<file path="config.mk">
export PLATFORM = sky130hd
export DESIGN_NAME = issue_queue
export DESIGN_NICKNAME = d
export VERILOG_FILES = /design/src/rtl/issue_queue_pkg.sv /design/src/rtl/issue_queue_dual_issue_check.sv /design/src/rtl/issue_queue.sv
export SDC_FILE = /design/constraint.sdc
export NUM_CORES = 1
export LEC_CHECK = 0
export ABC_AREA = 0
export CORE_MARGIN = 4
export CORE_UTILIZATION = 62
export DETAILED_ROUTE_END_ITERATION = 16
export PLACE_DENSITY = 0.93
export SLEW_MARGIN = 30
export SYNTH_ARGS = -nofsm -noshare
export SYNTH_HDL_FRONTEND = slang
export SYNTH_SLANG_ARGS = --single-unit
</file>
<file path="constraint.sdc">
create_clock -name clk -period 12.55 [get_ports clk]
set_input_delay 1.255 -clock clk [delete_from_list [all_inputs] [get_ports clk]]
set_output_delay 1.255 -clock clk [all_outputs]
set_load 0.005 [all_outputs]
</file>
<file path="src/rtl/issue_queue_pkg.sv">
// Shared pipeline definitions for the issue queue: entry layout, default depth
// and instruction field helpers used by the dual-issue conflict check.
package issue_queue_pkg;

    localparam int ISSUE_QUEUE_DEPTH = 8;

    // One queued instruction with its pre-decoded issue attributes
    typedef struct packed {
        logic [31:0] pc;
        logic [31:0] instr;
        logic [4:0]  dst;   // destination GPR, 0 = none
        logic        md;    // mul/div unit class
        logic        br;    // branch/jump class
    } iq_entry_t;

    function automatic logic [4:0] instr_rs(input logic [31:0] instr);
        return instr[25:21];
    endfunction

    function automatic logic [4:0] instr_rt(input logic [31:0] instr);
        return instr[20:16];
    endfunction

endpackage

</file>
<file path="src/rtl/issue_queue_dual_issue_check.sv">
// Pairing rules for the slave issue slot: RAW on the master's destination,
// a second mul/div op, or a slave branch all force single issue.
module dual_issue_check
    import issue_queue_pkg::*;
(
    input  logic [4:0] master_dst_i,
    input  logic       master_md_i,
    input  logic [4:0] slave_rs_i,
    input  logic [4:0] slave_rt_i,
    input  logic       slave_md_i,
    input  logic       slave_br_i,
    output logic       conflict_o
);

    logic raw;
    logic md_clash;

    // Slave reads what the master is about to write
    assign raw = (master_dst_i != 5'd0) &&
                 ((slave_rs_i == master_dst_i) || (slave_rt_i == master_dst_i));

    // The mul/div unit accepts one op per cycle
    assign md_clash = master_md_i & slave_md_i;

    // A branch must lead the next pair so it travels with its delay slot
    assign conflict_o = raw | md_clash | slave_br_i;

endmodule

</file>
<file path="src/rtl/issue_queue.sv">
// Circular issue queue between fetch and execute. Accepts up to two entries
// per cycle and issues the head (master) and, when macro DUAL_ISSUE_EN is
// defined and no pairing conflict exists, the following entry (slave).
// Without DUAL_ISSUE_EN the slave slot is tied off and one entry pops per cycle.
module issue_queue
    import issue_queue_pkg::*;
#(
    parameter int DEPTH = ISSUE_QUEUE_DEPTH
) (
    input  logic                     clk,
    input  logic                     rst,
    input  logic                     flush,
    input  logic                     stallE,
    input  logic                     push_en1,
    input  logic                     push_en2,
    input  logic [31:0]              push_pc1,
    input  logic [31:0]              push_pc2,
    input  logic [31:0]              push_instr1,
    input  logic [31:0]              push_instr2,
    input  logic [4:0]               push_dst1,
    input  logic [4:0]               push_dst2,
    input  logic                     push_md1,
    input  logic                     push_md2,
    input  logic                     push_br1,
    input  logic                     push_br2,
    output logic                     full,
    output logic                     master_valid,
    output logic                     slave_valid,
    output logic [31:0]              master_pc,
    output logic [31:0]              master_instr,
    output logic [31:0]              slave_pc,
    output logic [31:0]              slave_instr,
    output logic [$clog2(DEPTH):0]   count
);

    localparam int PW = $clog2(DEPTH);
    localparam int CW = PW + 1;

    iq_entry_t         mem_q [DEPTH];
    logic [PW-1:0]     wr_ptr_q, wr_ptr_d;
    logic [PW-1:0]     rd_ptr_q, rd_ptr_d;
    logic [CW-1:0]     count_q, count_d;

    iq_entry_t         head;
    iq_entry_t         wr_e1, wr_e2;
    logic              push_ok;
    logic [1:0]        push_cnt;
    logic [1:0]        pop_cnt;
    logic              unused_head;

    assign head  = mem_q[rd_ptr_q];
    assign wr_e1 = '{pc: push_pc1, instr: push_instr1, dst: push_dst1, md: push_md1, br: push_br1};
    assign wr_e2 = '{pc: push_pc2, instr: push_instr2, dst: push_dst2, md: push_md2, br: push_br2};

    assign count        = count_q;
    assign full         = count_q > CW'(DEPTH - 2);
    assign master_valid = count_q != '0;
    assign master_pc    = master_valid ? head.pc    : 32'd0;
    assign master_instr = master_valid ? head.instr : 32'd0;

`ifdef DUAL_ISSUE_EN
    iq_entry_t         nxt;
    logic              conflict;
    logic              unused_nxt;

    assign nxt = mem_q[rd_ptr_q + PW'(1)];

    dual_issue_check u_check (
        .master_dst_i (head.dst),
        .master_md_i  (head.md),
        .slave_rs_i   (instr_rs(nxt.instr)),
        .slave_rt_i   (instr_rt(nxt.instr)),
        .slave_md_i   (nxt.md),
        .slave_br_i   (nxt.br),
        .conflict_o   (conflict)
    );

    assign slave_valid = (count_q >= CW'(2)) & ~conflict;
    assign slave_pc    = slave_valid ? nxt.pc    : 32'd0;
    assign slave_instr = slave_valid ? nxt.instr : 32'd0;
    assign unused_nxt  = ^nxt.dst;
    assign unused_head = head.br;
`else
    assign slave_valid = 1'b0;
    assign slave_pc    = 32'd0;
    assign slave_instr = 32'd0;
    assign unused_head = ^{head.dst, head.md, head.br};
`endif

    assign push_ok  = push_en1 & ~full;
    assign push_cnt = push_ok ? (push_en2 ? 2'd2 : 2'd1) : 2'd0;
    assign pop_cnt  = stallE ? 2'd0 : ({1'b0, master_valid} + {1'b0, slave_valid});

    // Next pointers and occupancy; flush wins over push and pop
    always_comb begin
        wr_ptr_d = wr_ptr_q + PW'(push_cnt);
        rd_ptr_d = rd_ptr_q + PW'(pop_cnt);
        count_d  = count_q + CW'(push_cnt) - CW'(pop_cnt);
        if (flush) begin
            wr_ptr_d = '0;
            rd_ptr_d = '0;
            count_d  = '0;
        end
    end

    // Queue control state
    always_ff @(posedge clk or negedge rst) begin
        if (!rst) begin
            wr_ptr_q <= '0;
            rd_ptr_q <= '0;
            count_q  <= '0;
        end else begin
            wr_ptr_q <= wr_ptr_d;
            rd_ptr_q <= rd_ptr_d;
            count_q  <= count_d;
        end
    end

    // Entry storage; contents are meaningless until covered by count
    always_ff @(posedge clk) begin
        if (push_ok && !flush) begin
            mem_q[wr_ptr_q] <= wr_e1;
            if (push_en2)
                mem_q[wr_ptr_q + PW'(1)] <= wr_e2;
        end
    end

endmodule

</file>
==> results by group, run 1 <==
Outcome
  • Outcome: complete, no violations

Logic synthesis
  • Seq/Total Area, Yosys: 58.7%
  • Post-synthesis adder-cell area fraction: less than 1%
  • Post-Synth XOR/XNOR Area: 0.198%
  • Synthesized instance count: around 1500
  • Synth Area in Simple Gates: roughly 1.1%
  • Avg Inst Size Synth: roughly 18 µm²
  • Main synth FF type: edfxtp_1
  • Post-synth EDFFs: between 500 and 600
  • Synth async-reset ratio: around 1.9%
  • Compound-gate portion of the synthesized area: around 2.6%
  • Ys Warns: 0
  • Multiplexer share of the synthesized area: 32.6%
  • Post-Synthesis Cell Area: between 20000 and 30000 µm²
  • Number of distinct library cells after synthesis: 40
  • Largest family of logic cells by synthesized area: multiplexers
  • FF+latch count, synth: between 500 and 600

Timing
  • Setup violations, final: 0
  • Post-route clock period utilization: a little over two fifths
  • Setup tns final: 0 ns
  • Pins Over Slew Limit: 0
  • Final hold violations: 0
  • RSZ-0062 raised after global routing: no
  • Final hold slack: between 0.6 and 0.7 ns
  • Normalized max-slew margin: roughly 30%
  • Final setup skew: approximately 0.011 ns
  • Crit path time final: about 5.2 ns
  • Worst slew pin tran: between 1 and 1.5 ns
  • Max Freq: 191 MHz

Drt
  • Vias: about 15000
  • DRC: 0
  • DR iter-0 viols: 1427
  • Routed WL per cell: 29.0 µm
  • Post-route ant nets: 0
  • DR vias/cell: approximately 6.7
  • First-pass DRT Iterations: 7
  • WL final: approximately 65000 µm

CTS
  • Clock Latency Late Sink: slightly below 0.6 ns
  • CTS Hold Bufs: 0
  • H-tree depth: 2
  • Total CTS buffers: 52
  • Clock transition at path regs: approximately 0.060 ns
  • Clock tree from TritonCTS: yes
  • Postcts setup bufs: 0
  • CTS resizes: 0
  • Clock sinks: 522
  • CTS root buf: clkbuf_16
  • Clock buffer depth: 3

Final layout
  • Area grow syn2layout: 14.6%
  • Layout Cells excl Fill: ~2300
  • Layout cells sized above 1: around 41%
  • Final Instance Area: between 30000 and 40000 µm²
  • Nets: between 1500 and 2000

Place
  • Placed cell count: around 2200
  • Final GP Congestion: between 0.7 and 0.8
  • Post-DP Area: 28800 µm²
  • Hpwl dp: ~35000 µm
  • Number of port buffers: about 200

Flow run
  • Max-cap check violation count: 0

Critical path
  • Kind of critical path: reg2out
  • CP Capture Type: output pin
  • Worst path required time: 11.30 ns
  • CP startpoint kind: register
  • WP data arrival: 3.97 ns
  • CP max FO: slightly above 50

Hold path
  • HP Class: reg2reg

Global routing
  • Vias in the first global route: approximately 16000
  • Initial antenna violation count: 14
  • Total gr overflow: 0
  • First-pass GRT wire length: 99200 µm
  • GR Util All Layers: ~28%
  • Largest net degree at the start of global routing: 70

Power
  • Switch share: 26.9%
  • Combinational power share: between 20% and 30%
  • Share of power burned in registers: about 43%
  • P_leak: around 0.01 µW
  • Pint: 3590 µW
  • Power Density: about 160 nW/µm²
  • Switching power total: 1320 µW
  • Clock power frac: 29.8%
  • Max VDD drop: between 0.00015 and 0.0002 V

Die
  • Row count: 75
  • DIE WIDTH: between 200 and 250 µm
  • Initial Utilization: a little over three fifths
  • # IOs: ~280
  • Core area: approximately 42000 µm²
  • Die Ht: around 220 µm
  • Die area: 46300 µm²
-- logic make-up (layout without fill, tap and decap cells) --
family,Yosys count,in the layout
compound gates,80,80
xor+xnor,6,6
fa+ha+maj,13,13
buf+inv,174,331
flops,522,522
mux,641,641
other cells,1,74
simple gates,48,48
-- final cells by class --
cell class              count  area, µm²
diodes                      9       22.5
clock inverters            23        181
clock buffers              66       1380
multi-input cells         853      10200
inverters                  11       43.8
flip-flops and latches    522      15600
well taps                 539        674
fillers                  2458      11700
repair buffers            231       2310
-- routing by layer --
metal / routed length, µm / up-vias / track usage (%)
li1: - / 6317 / -
met1: 24900 / 7706 / 37.7
met2: 32600 / 851 / 46.4
met3: 5980 / 129 / 5.59
met4: 1900 / 10 / 10.1
met5: 76 / - / 0
-- path summary, 6_finish.rpt --
kind | cells after the start | end | slack (ns) | from
hold / removal | 2 | rd_ptr_q[2] | 0.63 | rd_ptr_q[2]
max in group asynchronous | 1 | rd_ptr_q[1] | 11.20 | rst
min in group asynchronous | 1 | count[0] | 0.99 | rst
hold reg to reg | 2 | rd_ptr_q[2] | 0.63 | rd_ptr_q[2]
setup reg to reg | 7 | mem_q[7][47] | 8.36 | count[3]
setup / recovery | 5 | master_pc[31] | 7.33 | rd_ptr_q[0]
-- cells in the final DEF, fill, tap and decap left out, drive strengths merged, types with 16 or more instances in the layout --
master / instances
a22o: 64
buf: 28
clkbuf: 66
clkdlybuf4s50: 203
clkinv: 19
conb: 65
edfxtp: 512
mux2: 512
mux4: 128
nor2: 16
-- critical path: stages (launching register included) --
cell             delay [ns]
dfrtp_4                0.93
buf_4                  0.42
buf_6                  0.63
mux4_2                 0.59
a22o_1                 0.30
clkdlybuf4s50_1        0.47
-- synthesized netlist by cell type (2+ instances only) --
| library cell | n | share of area (%) |
|---|---|---|
| mux2_2 | 456 | 19 |
| nand4b_1 | 2 | 0.066 |
| buf_6 | 18 | 0.76 |
| nand3_1 | 3 | 0.056 |
| ha_1 | 11 | 0.52 |
| fa_1 | 2 | 0.15 |
| xor2_1 | 2 | 0.066 |
| a22o_1 | 64 | 2.1 |
| edfxtp_1 | 512 | 58 |
| nand4_2 | 3 | 0.14 |
| inv_1 | 10 | 0.14 |
| buf_4 | 65 | 1.8 |
| clkbuf_1 | 38 | 0.54 |
| mux2_1 | 56 | 2.4 |
| nor2b_1 | 5 | 0.12 |
| xnor2_1 | 4 | 0.13 |
| o22a_1 | 7 | 0.23 |
| a2bb2oi_1 | 2 | 0.066 |
| nor3_4 | 2 | 0.12 |
| dfrtp_1 | 10 | 0.94 |
| buf_2 | 41 | 0.77 |
| mux4_2 | 128 | 11 |
| nand3b_1 | 2 | 0.056 |
| a21oi_1 | 5 | 0.094 |
| nor2_1 | 15 | 0.21 |
| nand2_1 | 8 | 0.11 |
-- sequential cells by signal (all words and copies together) (netlist names) --
register  count
wr_ptr_q      3
mem_q       512
count         4
rd_ptr_q      3
-- power by group through the flow --
stage / sequential [µW] / combinational (µW) / clock, µW
5_1_grt: 2100 / 1430 / 1550
2_1_floorplan: 2070 / 825 / 0
6_report: 2090 / 1360 / 1470
3_3_place_gp: 2120 / 1310 / 0
4_1_cts: 2090 / 1360 / 1480
3_5_place_dp: 2130 / 1340 / 0
-- stage by stage --
stage	power, µW	utilization (%)	setup slack, ns
after floorplan	2900	-	7.14
after global placement	3430	68.3	7.04
after CTS	4930	72.1	6.70
final	4910	72.3	7.33
after global routing	5090	72.3	7.06
after detailed placement	3470	68.4	7.32
(Power assumes the default switching activity.)
==> run 2, diff against run 1 <==
--- a/config.mk
+++ b/config.mk
@@ -7,9 +7,9 @@
 export LEC_CHECK = 0
 export ABC_AREA = 0
 export CORE_MARGIN = 4
-export CORE_UTILIZATION = 62
+export CORE_UTILIZATION = 57
 export DETAILED_ROUTE_END_ITERATION = 16
-export PLACE_DENSITY = 0.93
+export PLACE_DENSITY = 0.87
 export SLEW_MARGIN = 30
 export SYNTH_ARGS = -nofsm -noshare
 export SYNTH_HDL_FRONTEND = slang
==> constraint.sdc (replaced) <==
create_clock -name clk -period 5.1 [get_ports clk]
set_input_delay 0.51 -clock clk [delete_from_list [all_inputs] [get_ports clk]]
set_output_delay 0.51 -clock clk [all_outputs]
set_load 0.005 [all_outputs]
==> results by group, run 2 (synthesis results as in run 1) <==
Final layout
  • Largest Register: mem_q
  • Commonest non-fill, non-tap cell in the layout: edfxtp_1
  • Area grow syn2layout: 15.8%
  • Core Util, Final: 67.3% (-5.0 points)
  • Nets: 1849 (+0.93%)
  • Commonest cells after routing, fill and taps aside: 512 x edfxtp_1, 456 x mux2_2, 203 x clkdlybuf4s50_1
  • Fillers: 2999 (+22%)
  • Multi-input combinational cell area: 10200 µm² (unchanged)
  • Max FFs per register: 512 (unchanged)
  • Layout cells sized above 1: 41.8% (+0.67 points)
  • Sequential cell area: 15600 µm² (unchanged)

Drt
  • First-pass DRT Iterations: 5 (-2)
  • DR iter-0 viols: 1401 (-1.8%)
  • Top sig layer: met5
  • Vias: 15000 (+0.093%)
  • WL final: 65000 µm (-0.70%)
  • DR vias/cell: 6.44 (-3.4%)
  • DRC: 0 (unchanged)
  • Post-route ant nets: 0 (unchanged)
  • Met3 wire length: 5520 µm (-7.7%)
  • Routed WL per cell: 27.8 µm (-4.1%)
  • Met2 wire len: 33000 µm (+1.2%)
  • M1 WL: 24500 µm (-1.6%)

CTS
  • CTS resizes: 0 (unchanged)
  • Clock Latency Late Sink: 0.60 ns (about the same)
  • Clock transition at path regs: 0.06 ns (about the same)
  • CTS Hold Bufs: 0 (unchanged)
  • Clock sinks: 522 (unchanged)
  • CTS root buf: clkbuf_16
  • Clock buffer depth: 3 (unchanged)
  • Total CTS buffers: 54 (+3.8%)
  • H-tree depth: 2 (unchanged)
  • Clock tree from TritonCTS: yes
  • Postcts setup bufs: 0 (unchanged)

Place
  • DP Worst Slack: 1.58 ns (-5.74 ns)
  • Number of port buffers: 203 (unchanged)
  • Hpwl dp: 36700 µm (+5.8%)
  • Final GP Congestion: 0.781 (+1.0%)

Die
  • Row count: 78 (+4.0%)
  • Die Ht: 224 µm (+4.1%)
  • Core area: 45800 µm² (+8.6%)
  • DIE WIDTH: 224 µm (+4.1%)
  • Initial Utilization: 58.1% (-5.0 points)
  • Die area: 50200 µm² (+8.4%)
  • # IOs: 283 (unchanged)

Global routing
  • Initial antenna violation count: 11 (-3)
  • Total gr overflow: 0 (unchanged)
  • Largest net degree at the start of global routing: 57 (-19%)
  • Vias in the first global route: 15900 (-2.5%)
  • First-pass GRT wire length: 97900 µm (-1.3%)
  • GR Util All Layers: 25.7% (-2.4 points)

Timing
  • Final setup skew: 0.0211 ns (+0.0100 ns)
  • Final hold violations: 0 (unchanged)
  • Crit path time final: approximately 3.8 ns
  • Normalized max-slew margin: 33.7% (+3.8 points)
  • Worst Slack Setup Final: 1.31 ns (-6.01 ns)
  • Pins Over Slew Limit: 0 (unchanged)
  • Setup tns final: 0 ns (unchanged)
  • Max Freq: 264 MHz
  • RSZ-0062 raised after global routing: no
  • Setup violations, final: 0 (unchanged)
  • Post-route clock period utilization: approximately 74%
  • Worst slew pin tran: 0.994 ns (-0.0573 ns)

Critical path
  • CP max FO: 22 (-57%)
  • Flop2flop setup slack: 1.65 ns (-6.71 ns)
  • Reg2reg path depth: 7 (unchanged)
  • CP Capture Type: output pin
  • Worst path required time: 4.59 ns (-6.71 ns)
  • CP Launch Point: count[3]
  • RR Endpoint: mem_q[0][38]
  • CP startpoint kind: register
  • Reg-to-reg critical path startpoint: count[3]
  • Kind of critical path: reg2out
  • WP data arrival: 3.28 ns (-0.69 ns)

Hold path
  • HP Class: in2async

Outcome
  • Outcome: complete, no violations

Power
  • Max VDD drop: 0.000271 V (+79%)
  • P_leak: 0.0102 µW (+1.4%)
  • Power Density: 400 nW/µm² (+150%)

Flow run
  • Max-cap check violation count: 0 (unchanged)
run 2: worst max-delay path by stage:
stage | slack (ns) | cells after the start | endpoint
after global placement | 1.42 | 5 | mem_q[5][26]
after detailed placement | 1.58 | 5 | mem_q[3][68]
after CTS | 1.11 | 4 | master_instr[4]
after floorplan | 0.29 | 5 | mem_q[1][10]
final | 1.31 | 7 | master_pc[9]
after global routing | 1.19 | 7 | master_pc[24]
run 2: stage by stage:
stage	area (µm²)	total power [µW]	hold slack, ns	std cells
floorplan	26800	7130	0.214	1549
global placement	29100	8540	0.607	2230
detailed placement	29100	8600	0.613	2231
CTS	30800	12400	0.233	2328
global route	30800	12800	0.264	2334
finish	30800	12300	0.246	2335
run 2: area by class of cell:
class | instances | area share [%]
antenna | 6 | 0.0487
multi-input combinational | 853 | 33.2
tap | 600 | 2.44
sequential | 522 | 50.7
clock buffer | 67 | 4.61
clock inverter | 30 | 0.816
timing repair buffer | 246 | 8.00
inverter | 11 | 0.142
run 2: worst max-delay path, stage by stage, from the launching register on:
cell             delay [ns]
dfrtp_1                0.40
inv_1                  0.09
ha_1                   0.25
nand2_1                0.09
and2_2                 0.69
buf_4                  0.39
a22o_1                 0.22
clkdlybuf4s50_1        0.55
run 2: report_power, final:
group          switching, µW  internal [µW]
logic                   1550           1890
registers                140           4950
clock network           1620           2170
total                   3310           9010
run 2: routing by layer:
layer | track usage, % | up-vias
li1 | - | 6376
met1 | 34.2 | 7729
met2 | 43.1 | 773
met3 | 5.22 | 139
met4 | 8.35 | 10
met5 | 0 | -
==> run 3, diff against run 2 <==
==> constraint.sdc (replaced) <==
create_clock -name clk -period 3.8 [get_ports clk]
set_input_delay 0.38 -clock clk [delete_from_list [all_inputs] [get_ports clk]]
set_output_delay 0.38 -clock clk [all_outputs]
set_load 0.005 [all_outputs]
==> results by group, run 3 (synthesis results as in run 1) <==
Global routing
  • GRT Max-Usage Layer: met2
  • Grt met1 use: 33.9% (-0.28 points)
  • GR Util All Layers: 25.7% (about the same)
  • Routing usage on met3: 4.47% (-0.75 points)
  • Largest net degree at the start of global routing: 53 (-7.0%)
  • Met2 Track Usage GR: 44.1% (+1.0 points)
  • Vias in the first global route: 16000 (+0.42%)
  • First-pass GRT wire length: 98000 µm (about the same)
  • Total gr overflow: 0 (unchanged)
  • Initial antenna violation count: 13 (+2)

CTS
  • Total CTS buffers: 54 (unchanged)
  • Clock transition at path regs: 0.06 ns (about the same)
  • Clock buffer depth: 3 (unchanged)
  • H-tree depth: 2 (unchanged)
  • Clock tree from TritonCTS: yes
  • CTS root buf: clkbuf_16
  • Clock sinks: 522 (unchanged)
  • CTS Hold Bufs: 0 (unchanged)
  • Clock Latency Late Sink: 0.60 ns (about the same)
  • CTS resizes: 0 (unchanged)
  • Postcts setup bufs: 0 (unchanged)

Final layout
  • Max FFs per register: 512 (unchanged)
  • Fillers: 2965 (-1.1%)
  • Nets: 1857 (+0.43%)
  • Largest Register: mem_q
  • Sequential cell area: 15600 µm² (unchanged)
  • Commonest non-fill, non-tap cell in the layout: edfxtp_1
  • Multi-input combinational cell area: 10200 µm² (unchanged)
  • Core Util, Final: 67.8% (+0.46 points)
  • Layout Cells excl Fill: 2349 (+0.60%)
  • Commonest cells after routing, fill and taps aside: 512 x edfxtp_1, 456 x mux2_2, 203 x clkdlybuf4s50_1
  • Layout cells sized above 1: 41.8% (about the same)
  • Area grow syn2layout: 16.6%

Timing
  • Crit path time final: approximately 3.6 ns
  • Post-route clock period utilization: between 90% and 100%
  • Worst Slack Setup Final: 0.211 ns (-1.10 ns)
  • Normalized max-slew margin: 41.1% (+7.4 points)
  • Max Freq: 279 MHz
  • Final setup skew: 0.0101 ns (-0.0110 ns)
  • Pins Over Slew Limit: 0 (unchanged)
  • Final hold violations: 0 (unchanged)
  • Worst slew pin tran: 0.882 ns (-0.112 ns)
  • RSZ-0062 raised after global routing: no
  • Setup violations, final: 0 (unchanged)

Power
  • Share of power burned in registers: 40.9% (-0.4 points)
  • Max VDD drop: 0.000421 V (+55%)
  • Clock power frac: 31.1% (+0.3 points)
  • P_leak: 0.0103 µW (+0.85%)
  • Power Density: 537 nW/µm² (+34%)
  • Pint: 12200 µW (+35%)
  • Switch share: 26.8% (-0.039 points)
  • Combinational power share: 27.9% (about the same)
  • Switching power total: 4470 µW (+35%)
  • Total Power: 16700 µW (+35%)

Critical path
  • CP Capture Type: output pin
  • RR Endpoint: mem_q[2][32]
  • Reg-to-reg critical path startpoint: wr_ptr_q[0]
  • Crit-path cells: inv_1 > ha_1 > nand2_1 > and2_2 > buf_4 > a22o_1 > clkdlybuf4s50_1
  • Flop2flop setup slack: 0.54 ns (-1.11 ns)
  • CP startpoint kind: register
  • Kind of critical path: reg2out
  • CP max FO: 21 (-4.5%)
  • Max incr delay on CP: 0.53 ns (-0.16 ns)
  • WP data arrival: 3.21 ns (-0.07 ns)
  • Crit path buf inv count: 3 (unchanged)
  • Worst path required time: 3.42 ns (-1.17 ns)
  • Delay-heaviest family, CP: buffers and inverters
  • Reg2reg path depth: 5 (-2)
  • Crit-path slowest cell: clkdlybuf4s50_1

Drt
  • Vias: 15000 (-0.19%)
  • Post-route ant nets: 0 (unchanged)
  • DR vias/cell: 6.38 (-0.79%)
  • DR iter-0 viols: 1464 (+4.5%)
  • WL final: 65300 µm (+0.57%)
  • DRC: 0 (unchanged)
  • Routed WL per cell: 27.8 µm (about the same)
  • First-pass DRT Iterations: 5 (unchanged)

Place
  • Placed cell count: 2240 (+0.40%)
  • Hpwl dp: 37200 µm (+1.3%)
  • Number of port buffers: 203 (unchanged)
  • DP Worst Slack: 0.579 ns (-1.00 ns)
  • Final GP Congestion: 0.780 (-0.20%)

Die
  • # IOs: 283 (unchanged)
  • Core area: 45800 µm² (unchanged)
  • Die area: 50200 µm² (unchanged)
  • DIE WIDTH: 224 µm (unchanged)
  • Die Ht: 224 µm (unchanged)
  • Initial Utilization: 58.1% (unchanged)
  • Row count: 78 (unchanged)

Hold path
  • HP Class: in2async

Flow run
  • Max-cap check violation count: 0 (unchanged)

Outcome
  • Outcome: complete, no violations
## run 3: cell types whose count changed in the layout (fill, tap and decap cells not counted), sizes merged
| cell | before | now |
|---|---|---|
| diode | 6 | 10 |
| bufinv | 4 | 5 |
| clkinv | 22 | 20 |
| inv | 13 | 12 |
| buf | 43 | 51 |
| clkinvlp | 2 | 1 |
| clkbuf | 67 | 72 |
## run 3: per-stage QoR
step	hold WS [ns]	setup TNS, ns	cell area (µm²)
3_5_place_dp	0.620	0	29300
2_1_floorplan	0.0844	-228.76	26800
6_report	0.101	0	31000
4_1_cts	0.0834	0	31000
3_3_place_gp	0.608	0	29300
5_1_grt	0.120	0	31000
## run 3: layout make-up
class	instances	share of cell area (%)
flip-flops and latches	522	50.4
multi-input cells	853	33.0
repair buffers	254	8.47
clock buffers	72	4.64
well taps	600	2.42
clock inverters	27	0.879
inverters	11	0.141
diodes	10	0.0807
## run 3: metal layers
layer / routed length, µm / vias up
li1: - / 6388
met1: 24900 / 7763
met2: 33400 / 726
met3: 5150 / 115
met4: 1800 / 6
met5: 41 / -
## run 3: how the worst max path moves through the flow
stage | start | endpoint | slack, ns | depth (start not counted)
detailed placement | wr_ptr_q[0] | mem_q[2][32] | 0.58 | 5
global route | count[3] | master_pc[1] | 0.13 | 7
floorplan | count[3] | mem_q[3][10] | -0.89 | 6
CTS | count[3] | master_pc[14] | 0.19 | 7
finish | count[3] | master_pc[31] | 0.21 | 7
global placement | wr_ptr_q[0] | mem_q[2][29] | 0.67 | 5
## run 3: power by group through the flow
stage          Clock [µW]  Combinational (µW)  Sequential (µW)
6_report             5190                4660             6820
5_1_grt              5510                4950             6840
4_1_cts              5250                4690             6820
3_5_place_dp            0                4660             6940
3_3_place_gp            0                4590             6920
2_1_floorplan           0                2730             6840
